## src/rtl/hazard_pkg.sv

```systemverilog
`default_nettype none
// ============================================================================
//  Module      : hazard_pkg
//  Description : Shared types and helpers for the ID-stage hazard controller.
//                - c_REG_W_DEFAULT : default register index width.
//                - pend_entry_t    : {valid, rd} layout of one in-flight load
//                                    at the default register width.
//                - hz_action_t     : action chosen by the ID-stage priority mux.
//                - src_hit()       : one-operand dependency test.
//  Revision    : 1.0 - initial release
// ============================================================================
package hazard_pkg;

    localparam int c_REG_W_DEFAULT = 5;

    typedef struct packed {
        logic                       valid;
        logic [c_REG_W_DEFAULT-1:0] rd;
    } pend_entry_t;

    typedef enum logic [1:0] {
        ACT_RUN   = 2'd0,
        ACT_STALL = 2'd1,
        ACT_FLUSH = 2'd2
    } hz_action_t;

    // Register indices are passed zero-extended to 32 bits so the helper works
    // for any register width up to 32. Register 0 is hard-wired and an operand
    // the instruction does not read can never create a dependency.
    function automatic logic src_hit(input logic        use_src,
                                     input logic [31:0] src,
                                     input logic [31:0] dst);
        return use_src && (src != 32'd0) && (src == dst);
    endfunction

endpackage
`default_nettype wire

```

## src/rtl/hazard_load_scoreboard.sv

```systemverilog
`default_nettype none
// ============================================================================
//  Module      : hazard_load_scoreboard
//  Description : Tracks loads that have left EX but whose data is not yet
//                forwardable, and flags a load-use hazard for the instruction
//                in ID.
//  Ports       : clk, rst_n              - clock, async active-low reset
//                id_rs/id_rt             - ID source registers
//                id_use_rs/id_use_rt     - ID actually reads rs / rt
//                ex_rd, ex_mem_read      - EX destination and load flag
//                load_haz                - ID must wait for a load result
//  Revision    : 1.0 - initial release
// ============================================================================
module hazard_load_scoreboard
    import hazard_pkg::*;
#(
    parameter int LOAD_LAT = 1,
    parameter int REG_W    = c_REG_W_DEFAULT
) (
    input  logic             clk,
    input  logic             rst_n,
    input  logic [REG_W-1:0] id_rs,
    input  logic [REG_W-1:0] id_rt,
    input  logic             id_use_rs,
    input  logic             id_use_rt,
    input  logic [REG_W-1:0] ex_rd,
    input  logic             ex_mem_read,
    output logic             load_haz
);

    // Entry k holds the load that was in EX k+1 cycles ago. Stages past ID
    // never stall, so the window simply shifts every cycle.
    logic [LOAD_LAT-1:0] r_valid;
    logic [REG_W-1:0]    r_rd [LOAD_LAT];

    logic w_ex_haz;
    logic w_pend_haz;
    logic w_unused_tail;

    always_ff @(posedge clk or negedge rst_n) begin
        if (!rst_n) begin
            r_valid <= '0;
            for (int k = 0; k < LOAD_LAT; k++) begin
                r_rd[k] <= '0;
            end
        end else begin
            // Loads to $0 are dropped at entry; their result is discarded.
            r_valid[0] <= ex_mem_read & (ex_rd != '0);
            r_rd[0]    <= ex_rd;
            for (int k = 1; k < LOAD_LAT; k++) begin
                r_valid[k] <= r_valid[k-1];
                r_rd[k]    <= r_rd[k-1];
            end
        end
    end

    assign w_ex_haz = ex_mem_read &
                      (src_hit(id_use_rs, 32'(id_rs), 32'(ex_rd)) |
                       src_hit(id_use_rt, 32'(id_rt), 32'(ex_rd)));

    // Only entries 0..LOAD_LAT-2 are still short of forwardable; the deepest
    // entry completes the window and its data is available this cycle.
    always_comb begin
        w_pend_haz = 1'b0;
        for (int k = 0; k < LOAD_LAT - 1; k++) begin
            if (r_valid[k] &&
                (src_hit(id_use_rs, 32'(id_rs), 32'(r_rd[k])) ||
                 src_hit(id_use_rt, 32'(id_rt), 32'(r_rd[k])))) begin
                w_pend_haz = 1'b1;
            end
        end
    end

    // The deepest entry never participates in a compare.
    assign w_unused_tail = r_valid[LOAD_LAT-1] | (|r_rd[LOAD_LAT-1]);

    assign load_haz = w_ex_haz | w_pend_haz;

endmodule
`default_nettype wire

```

## src/rtl/hazard_ctrl.sv

```systemverilog
`default_nettype none
// ============================================================================
//  Module      : hazard_ctrl
//  Description : ID-stage hazard controller for the 5-stage MIPS core.
//                Combines load-use detection (via hazard_load_scoreboard),
//                a multiply/divide busy counter gating HI/LO readers,
//                branch-flush priority and a saturating stall counter.
//  Ports       : clk, rst_n                  - clock, async active-low reset
//                id_rs, id_rt, id_use_rs,
//                id_use_rt, id_use_hilo      - ID operand usage
//                ex_rd, ex_mem_read,
//                ex_mdu_start, ex_branch_taken - EX stage status
//                pc_write, ifid_write        - front-end enables
//                ifid_flush, idex_bubble     - squash controls
//                stall_cycles                - saturating stall-cycle count
//  Revision    : 1.0 - initial release
// ============================================================================
module hazard_ctrl
    import hazard_pkg::*;
#(
    parameter int REG_W    = c_REG_W_DEFAULT,
    parameter int LOAD_LAT = 1,
    parameter int MDU_LAT  = 4,
    parameter int CNT_W    = 16
) (
    input  logic             clk,
    input  logic             rst_n,
    input  logic [REG_W-1:0] id_rs,
    input  logic [REG_W-1:0] id_rt,
    input  logic             id_use_rs,
    input  logic             id_use_rt,
    input  logic             id_use_hilo,
    input  logic [REG_W-1:0] ex_rd,
    input  logic             ex_mem_read,
    input  logic             ex_mdu_start,
    input  logic             ex_branch_taken,
    output logic             pc_write,
    output logic             ifid_write,
    output logic             ifid_flush,
    output logic             idex_bubble,
    output logic [CNT_W-1:0] stall_cycles
);

    localparam int                 c_MDU_W      = (MDU_LAT > 1) ? $clog2(MDU_LAT) : 1;
    localparam logic [c_MDU_W-1:0] c_MDU_RELOAD = c_MDU_W'(MDU_LAT - 1);

    logic               w_load_haz;
    logic               w_mdu_haz;
    hz_action_t         w_action;
    logic [c_MDU_W-1:0] r_mdu_cnt;
    logic [CNT_W-1:0]   r_stall_cycles;

    hazard_load_scoreboard #(
        .LOAD_LAT (LOAD_LAT),
        .REG_W    (REG_W)
    ) u_load_sb (
        .clk         (clk),
        .rst_n       (rst_n),
        .id_rs       (id_rs),
        .id_rt       (id_rt),
        .id_use_rs   (id_use_rs),
        .id_use_rt   (id_use_rt),
        .ex_rd       (ex_rd),
        .ex_mem_read (ex_mem_read),
        .load_haz    (w_load_haz)
    );

    // The cycle of ex_mdu_start counts as the first busy cycle, so the counter
    // only needs to cover the remaining MDU_LAT-1. A new start always reloads.
    always_ff @(posedge clk or negedge rst_n) begin
        if (!rst_n) begin
            r_mdu_cnt <= '0;
        end else if (ex_mdu_start) begin
            r_mdu_cnt <= c_MDU_RELOAD;
        end else if (r_mdu_cnt != '0) begin
            r_mdu_cnt <= r_mdu_cnt - c_MDU_W'(1);
        end
    end

    assign w_mdu_haz = id_use_hilo & (ex_mdu_start | (r_mdu_cnt != '0));

    // A taken branch makes the ID instruction wrong-path, so the flush
    // overrides any stall it might otherwise have caused.
    always_comb begin
        w_action = ACT_RUN;
        if (ex_branch_taken) begin
            w_action = ACT_FLUSH;
        end else if (w_load_haz | w_mdu_haz) begin
            w_action = ACT_STALL;
        end
    end

    always_comb begin
        pc_write    = 1'b1;
        ifid_write  = 1'b1;
        ifid_flush  = 1'b0;
        idex_bubble = 1'b0;
        case (w_action)
            ACT_FLUSH: begin
                ifid_flush  = 1'b1;
                idex_bubble = 1'b1;
            end
            ACT_STALL: begin
                pc_write    = 1'b0;
                ifid_write  = 1'b0;
                idex_bubble = 1'b1;
            end
            default: ;
        endcase
    end

    always_ff @(posedge clk or negedge rst_n) begin
        if (!rst_n) begin
            r_stall_cycles <= '0;
        end else if ((w_action == ACT_STALL) && (r_stall_cycles != '1)) begin
            r_stall_cycles <= r_stall_cycles + CNT_W'(1);
        end
    end

    assign stall_cycles = r_stall_cycles;

endmodule
`default_nettype wire

```

## config.mk

```make
export PLATFORM = sky130hd
export DESIGN_NAME = hazard_ctrl
export DESIGN_NICKNAME = d
export VERILOG_FILES = /design/src/rtl/hazard_pkg.sv /design/src/rtl/hazard_load_scoreboard.sv /design/src/rtl/hazard_ctrl.sv
export SDC_FILE = /design/constraint.sdc
export NUM_CORES = 1
export LEC_CHECK = 0
export ABC_CLOCK_PERIOD_IN_PS = 3300
export CORE_UTILIZATION = 45
export CTS_CLUSTER_SIZE = 24
export DETAILED_ROUTE_END_ITERATION = 10
export GPL_ROUTABILITY_DRIVEN = 0
export MAX_ROUTING_LAYER = met4
export PLACE_DENSITY = 0.83
export SLEW_MARGIN = 10
export SYNTH_ARGS = -nofsm -noshare
export SYNTH_HDL_FRONTEND = slang
export SYNTH_SLANG_ARGS = --single-unit
```

## constraint.sdc

```tcl
create_clock -name clk -period 3.3 [get_ports clk]
set_input_delay 0.66 -clock clk [delete_from_list [all_inputs] [get_ports clk]]
set_output_delay 0.66 -clock clk [all_outputs]
set_load 0.02 [all_outputs]
```

# Word level (Yosys, flattened, before mapping)
# Index checks and enable logic that the tools add are counted.
# totals
input_bits	23
register_bits	18
wordCells	31
# op_classes
reduce_logical	10
n_mux	7
eq_ne	5
bitwise	5
addsub	2
# op_table
cell	n
$add A16 B1 Y16 const B	1
$ne A16 B16 Y1 const B	1
$eq A5 B5 Y1	2
$reduce_bool A5 Y1	2
$mux W2	3
$logic_and A1 B1 Y1	5
$mux W1	4
$reduce_bool A2 Y1	2
$or A1 B1 Y1	3
$and A1 B1 Y1	2
$eq A2 B1 Y1 const B	1
$eq A2 B2 Y1 const B	1
$reduce_or A2 Y1	1
$sub A2 B1 Y2 const B	1

# Longest topological paths before layout
# Gate-level depths: netlist of run 1.
# logic_depth
word_depth	11
depth_mapped	8
ltp_nobuf	7

# Hierarchy
# From an unflattened synthesis of run 1, not the netlist that was laid out.
# hier_totals
hier_cells	106
hier_area_um2	1099.8
# modules_own_cells
module	cells_each	seq_area_each_um2	area_per_inst_um2	instances
hazard_ctrl	87	450.4	963.4	1
hazard_load_scoreboard	19	0.0	136.4	1

# Worst setup path before layout of run 1
# OpenSTA, ideal clock, no wires.
# synth_path
kind	input to output
start	input id_rt[1]
end	output pc_write
path_stages	6
arrival_time_ps	1757
required_time_ps	2640
setup_slack_ps	883
cell_sequence	nor4_1 o21ai_2 a41oi_2 nand2_1 inv_1 buf_4
# synth_via
elab_chain_len	10
word_cells_on_any_way	11
classes_between	eq/ne: 2; mux: 3; bitwise: 3; reduce/logical: 3
# synth_lines
element	line	rtl
start, declared	hazard_ctrl.sv:29	input logic [REG_W-1:0] id_rt,
$reduce_bool A5 Y1	hazard_pkg.sv:33	return use_src && (src != 32'd0) && (src == dst);
$logic_and A1 B1 Y1	hazard_pkg.sv:33	
$logic_and A1 B1 Y1 *	hazard_pkg.sv:33	
$or A1 B1 Y1 *	hazard_load_scoreboard.sv:58	(src_hit(id_use_rs, 32'(id_rs), 32'(ex_rd)) |
$and A1 B1 Y1 *	hazard_load_scoreboard.sv:57	assign w_ex_haz = ex_mem_read &
$or A1 B1 Y1 *	hazard_ctrl.sv:88	end else if (w_load_haz | w_mdu_haz) begin
$mux W1 *	hazard_ctrl.sv:88	
$mux W2 *	hazard_ctrl.sv:86	if (ex_branch_taken) begin
$eq A2 B1 Y1 *	--	
$mux W1 *	--	
end, declared	hazard_ctrl.sv:37	output logic pc_write,
# Mark *: on every way between the ends. The rest lies on a longest branch, timed or not.

# Worst setup path in the final report of run 1
# layout_path
start	input id_rs[1]
end	output idex_bubble
# layout_via
elab_chain_len	11
word_cells_on_any_way	13
classes_between	eq/ne: 3; mux: 3; bitwise: 3; reduce/logical: 4
# layout_lines
element	line	rtl
start, declared	hazard_ctrl.sv:28	input logic [REG_W-1:0] id_rs,
$reduce_bool A5 Y1	hazard_pkg.sv:33	
$logic_and A1 B1 Y1	hazard_pkg.sv:33	
$logic_and A1 B1 Y1 *	hazard_pkg.sv:33	
$or A1 B1 Y1 *	hazard_load_scoreboard.sv:58	
$and A1 B1 Y1 *	hazard_load_scoreboard.sv:57	
$or A1 B1 Y1 *	hazard_ctrl.sv:88	
$mux W1 *	hazard_ctrl.sv:88	
$mux W2 *	hazard_ctrl.sv:86	
$eq A2 B1 Y1 / $eq A2 B2 Y1 (equally long branches)	hazard_ctrl.sv:98	case (w_action)
$reduce_or A2 Y1 (no line) *	--	
$mux W1 *	hazard_ctrl.sv:98	
end, declared	hazard_ctrl.sv:40	output logic idex_bubble,
# Marked as above.

==> impl_metrics.yaml, run 1 <==
global_routing:
  grt_max_degree: 19
  globalRouteTotalUtil: 0.191
  grt_remaining_overflow: 0
  grt_antenna_before_repair: 0
  grt_pass1_vias: 896
  grt_pass1_wl_um: 3590
sta:
  period_needed_ps: 3200
  worst_clock_skew_ps: 3.13
  rsz0062_at_grt: "no"
  setup_viol: 0
  hold_viol: 0
  worstMarginPinSlew_ps: 789
  drv_slew: 0
  fin_setup_tns_ps: 0
  post-route-period-util: 0.971
  slew_headroom: 0.472
  fmax_mhz: 312
route:
  num_vias: 941
  drt-total-wl_um: 2190
  drc_errors: 0
  ant_nets: 0
  drt-initial-drc-count: 21
  wl_per_cell_um: 12.4
  viasPerCell: 5.32
  first_pass_iters: 4
power:
  p_leak_uw: 0.000637
  power_density_nw_per_um2: 447
  power_uw: 682
  vdd_drop_max_mv: 0.280
cts:
  cts_buffer_depth: 2
  numClockSinks: 18
  cts_setup_buffers: 0
  cts.htree.levels: 1
  clock_latency_ps: 290
  numCtsBuffers: 3
  ctsHoldBuffers: 0
  clk_pin_slew_ps: 100
  cts_tree: "built"
  cts-root-buf: "clkbuf_4"
place:
  io_buffer_count: 42
  hpwl_um: 1800
  dpl_cell_area_um2: 1490
setup_path:
  cp-end-kind: "output pin"
  required_ps: 2640
  timing.rr.end: "stall_cycles[1]"
  cp-start-kind: "input port"
  worstSetupPathType: "input port to output pin"
  setup.worst_path.end: "idex_bubble"
  reg2reg_slack_ps: 1290
  crit_start: "id_rs[1]"
  cp.arrival_ps: 2540
  cp_max_fo: 2
  reg2regPathDepth: 6
  r2r-start: "r_mdu_cnt[0]"
floorplanning:
  core_um2: 2210
  start_util: 0.475
  die_h_um: 50.3
  die-width_um: 50.3
  die_area_um2: 2530
  io-pin-count: 43
  rows: 17
finish:
  final_area_um2: 1530
  layout_common_cells: "42 x clkdlybuf4s50_1, 18 x dfrtp_1, 16 x xnor2_1"
  finish.net_count: 176
  area_growth_syn_to_layout_pct: 45.2
  diodes: 0
  post_route_cells_drive_above_1_share: 0.0738
  layout_commonest_cell: "clkdlybuf4s50_1"
synthesis:
  yosys_warnings: 0
  syn-mean-instance-area_um2: 9.92
  syn_area_um2: 1050
  ys_ff_latch: 18
  synth-seq-area-share: 0.429
  synthesis.nets: 131
  synthDistinctLibCells: 29
  syn_inst: 106
job:
  maxCapViolCount: 0
hold_path:
  hold_depth: 1
  hp-class: "flop to flop"
run_status:
  status: "finished clean"
[worst min-delay path by stage]
stage	from	endpoint	slack, ps
2_1_floorplan	rst_n	r_mdu_cnt[0]	360
3_3_place_gp	stall_cycles[14]	stall_cycles[14]	480
3_5_place_dp	stall_cycles[8]	stall_cycles[8]	480
4_1_cts	stall_cycles[8]	stall_cycles[8]	500
5_1_grt	stall_cycles[8]	stall_cycles[8]	520
6_report	stall_cycles[8]	stall_cycles[8]	490
[where the power goes]
group	switching (µW)	leakage, µW	internal, µW
clock network	66.3	0.0000138	42.5
logic	121	0.000389	138
registers	52.4	0.000235	262
[timing repair]
item                                   4_1_cts  5_1_grt
endpoints found under the hold margin        0        0
gates resized for setup                      0        2
setup endpoints to repair                    0        3
[critical path: stages]
cell and delay [ps]:
clkdlybuf4s50_1 450, nor4_2 330, o21bai_1 120, nand3_1 100
nand2_1 60, a211o_1 280, clkdlybuf4s50_1 530
[layer usage]
layer | vias up | part of all wire | global-route usage
met2 | 37 | 0.54 | 0.364
li1 | 457 | - | -
met1 | 444 | 0.40 | 0.200
met4 | 0 | 0.0087 | 0.0648
met3 | 3 | 0.053 | 0.0212
met5 | - | 0 | -
[kinds of logic after synthesis]
family,count (synthesis),share of synthesized area
buf+inv,9,0.0429
simple gates,44,0.227
fa+ha+maj,2,0.0238
xor+xnor,24,0.200
compound gates,8,0.0667
flops,18,0.429
mux,1,0.0107
[flip-flops by register name (all words and copies together), names as in the netlist]
register      cells
r_mdu_cnt         2
stall_cycles     16
[layout make-up]
| cell class | count | area (µm²) |
|---|---|---|
| fillers | 181 | 686 |
| multi-input cells | 79 | 568 |
| flip-flops and latches | 18 | 450 |
| clock buffers | 3 | 22.5 |
| inverters | 6 | 22.5 |
| well taps | 28 | 35.0 |
| repair buffers | 43 | 428 |
[metrics by stage]
step / instances / setup slack, ps / hold WS, ps / utilization
final: 177 / 95.1 / 488 / 0.690
after global placement: 174 / 85.1 / 479 / 0.674
after global routing: 177 / 11.5 / 518 / 0.690
after detailed placement: 174 / 19.0 / 481 / 0.674
after floorplan: 106 / 883 / 364 / -
after CTS: 177 / 9.92 / 496 / 0.684
[cell usage after synthesis]
| library cell | n | area share |
|---|---|---|
| dfrtp_1 | 18 | 0.43 |
| xnor2_1 | 16 | 0.13 |
| nand4_1 | 10 | 0.060 |
| nand2_1 | 9 | 0.032 |
| xor2_1 | 8 | 0.067 |
| nand3_1 | 7 | 0.033 |
| and3_1 | 6 | 0.036 |
| inv_1 | 6 | 0.021 |
| nor3_1 | 3 | 0.014 |
| ha_1 | 2 | 0.024 |
| nor2_1 | 2 | 0.0071 |
| nor4_1 | 2 | 0.012 |
| a211o_1 | 1 | 0.0083 |
| a211oi_1 | 1 | 0.0071 |
| a21oi_1 | 1 | 0.0048 |
| a21oi_2 | 1 | 0.0083 |
| a41oi_2 | 1 | 0.015 |
| and2_1 | 1 | 0.0060 |
| buf_4 | 1 | 0.0071 |
| buf_6 | 1 | 0.011 |
| clkbuf_1 | 1 | 0.0036 |
| mux2_2 | 1 | 0.011 |
| nand2b_1 | 1 | 0.0060 |
| nor2b_1 | 1 | 0.0060 |
| nor3_2 | 1 | 0.0095 |
| o211ai_1 | 1 | 0.0071 |
| o21ai_2 | 1 | 0.0083 |
| o21bai_1 | 1 | 0.0071 |
| or2_0 | 1 | 0.0060 |
No activity file was read; power rests on OpenSTA's default activity.
==> run 2: changes to the inputs <==
- SLEW_MARGIN: 10 -> 5
==> results of run 2 <==
Final layout, timing and power as in run 1 (identical DEF).
==> run 3: changes to the inputs <==
- CORE_MARGIN: default -> 2
==> impl_metrics.yaml, run 3 (synthesized netlist as in run 1, its figures left out) <==
run_status:
  status: "finished clean"
setup_path:
  path_cells: "clkdlybuf4s50_1, nor4_2, o21bai_1, nand3_1, nand2_1, a211o_1, clkdlybuf4s50_1"
  cp.arrival_ps: 2500
  cp-start-kind: "input port"
  required_ps: 2640
  crit_path_frequent_cell: "clkdlybuf4s50_1"
  cp-end-kind: "output pin"
  cp_max_fo: 2
  worstSetupPathType: "input port to output pin"
  crit_slowest_cell: "clkdlybuf4s50_1"
  cpPeakStageDelay_ps: 540
finish:
  diodes: 0
  area_growth_syn_to_layout_pct: 46.5
  layout_common_cells: "42 x clkdlybuf4s50_1, 18 x dfrtp_1, 16 x xnor2_1"
  final_util: 0.696
  finish.net_count: 176
  multiInputGateArea_um2: 568
  post_route_cells_drive_above_1_share: 0.0800
  seq_area_um2: 450
  fillCellCount: 173
  largest_reg_flops: 16
  layout_commonest_cell: "clkdlybuf4s50_1"
route:
  drt-total-wl_um: 2110
  viasPerCell: 5.32
  drt-initial-drc-count: 13
  wl_per_cell_um: 11.9
  drc_errors: 0
  ant_nets: 0
  num_vias: 947
  first_pass_iters: 4
sta:
  rsz0062_at_grt: "no"
  hold_viol: 0
  fmax_mhz: 316
  drv_slew: 0
  worst_clock_skew_ps: 5.93
  fin_setup_tns_ps: 0
  setup_slack_ps: 136
  slew_headroom: 0.493
  post-route-period-util: 0.959
  worstMarginPinSlew_ps: 758
  setup_viol: 0
  period_needed_ps: 3160
floorplanning:
  io-pin-count: 43
  start_util: 0.475
  rows: 17
  die-width_um: 52.3
  die_h_um: 52.3
  core_um2: 2210
  die_area_um2: 2740
hold_path:
  hp-class: "flop to flop"
job:
  maxCapViolCount: 0
cts:
  cts.htree.levels: 1
  cts_tree: "built"
  clk_pin_slew_ps: 100
  cts_setup_buffers: 0
  cts-root-buf: "clkbuf_4"
  clock_latency_ps: 290
  cts_buffer_depth: 2
  numClockSinks: 18
  numCtsBuffers: 3
global_routing:
  grt_pass1_wl_um: 3400
  grt_remaining_overflow: 0
  grt_antenna_before_repair: 0
  globalRouteTotalUtil: 0.171
  grt_max_degree: 19
  grt_pass1_vias: 903
place:
  pre_cts_slack_ps: 84.8
  hpwl_um: 1700
  io_buffer_count: 42
power:
  vdd_drop_max_mv: 0.410
  p_leak_uw: 0.000644
  power_uw: 709
  power_density_nw_per_um2: 460
==> run 3: cell count changes in the layout (fill, tap and decap cells not counted), sizes merged <==
cell    change
clkbuf      +1
==> run 3: area by class of cell <==
type / count / area share
inverter: 6 / 0.0146
timing repair buffer: 43 / 0.278
tap: 28 / 0.0227
clock buffer: 4 / 0.0236
sequential: 18 / 0.292
multi-input combinational: 79 / 0.369
==> run 3: what timing repair did <==
action                                  CTS  global route
hold buffers                              0             0
endpoints found under the setup margin    0             2
gates resized for setup                   0             2
==> run 3: per-layer routing <==
layer  GRT usage  routed length (µm)  vias to the layer above
met2       0.315                1060                       44
met5           -                   0                        -
met4      0.0940                  19                        0
li1            -                   -                      458
met1       0.172                 889                      441
met3      0.0229                 145                        4
==> run 3: worst max-delay path: cells and delay by family <==
| kind | cells | cell delay [ps] |
|---|---|---|
| buffers and inverters | 2 | 990 |
| AOI/OAI and AO/OA | 2 | 400 |
| and+or+nand+nor | 3 | 460 |
==> run 3: path summary, 6_finish.rpt <==
check	start	end	slack [ps]	depth (start not counted)
min in group asynchronous	rst_n	stall_cycles[7]	800	1
max in group asynchronous	rst_n	stall_cycles[12]	2020	1
hold reg to reg	stall_cycles[4]	stall_cycles[4]	500	1
setup reg to reg	r_mdu_cnt[0]	stall_cycles[1]	1290	6
hold / removal	stall_cycles[4]	stall_cycles[4]	500	1
setup / recovery	id_rs[1]	idex_bubble	140	7
==> run 3: metrics by stage <==
step	hold slack, ps	instances	instance area [µm²]
floorplan	364	106	1050
finish	497	178	1540
CTS	500	178	1530
detailed placement	485	174	1490
global route	526	178	1540
global placement	479	174	1490
==> run 3: power by group <==
| group | switching, µW | internal (µW) | leakage, µW | total (µW) |
|---|---|---|---|---|
| Sequential | 53.3 | 262 | 0.000235 | 315 |
| Clock | 67.6 | 67.2 | 0.0000210 | 135 |
| Combinational | 121 | 138 | 0.000389 | 259 |
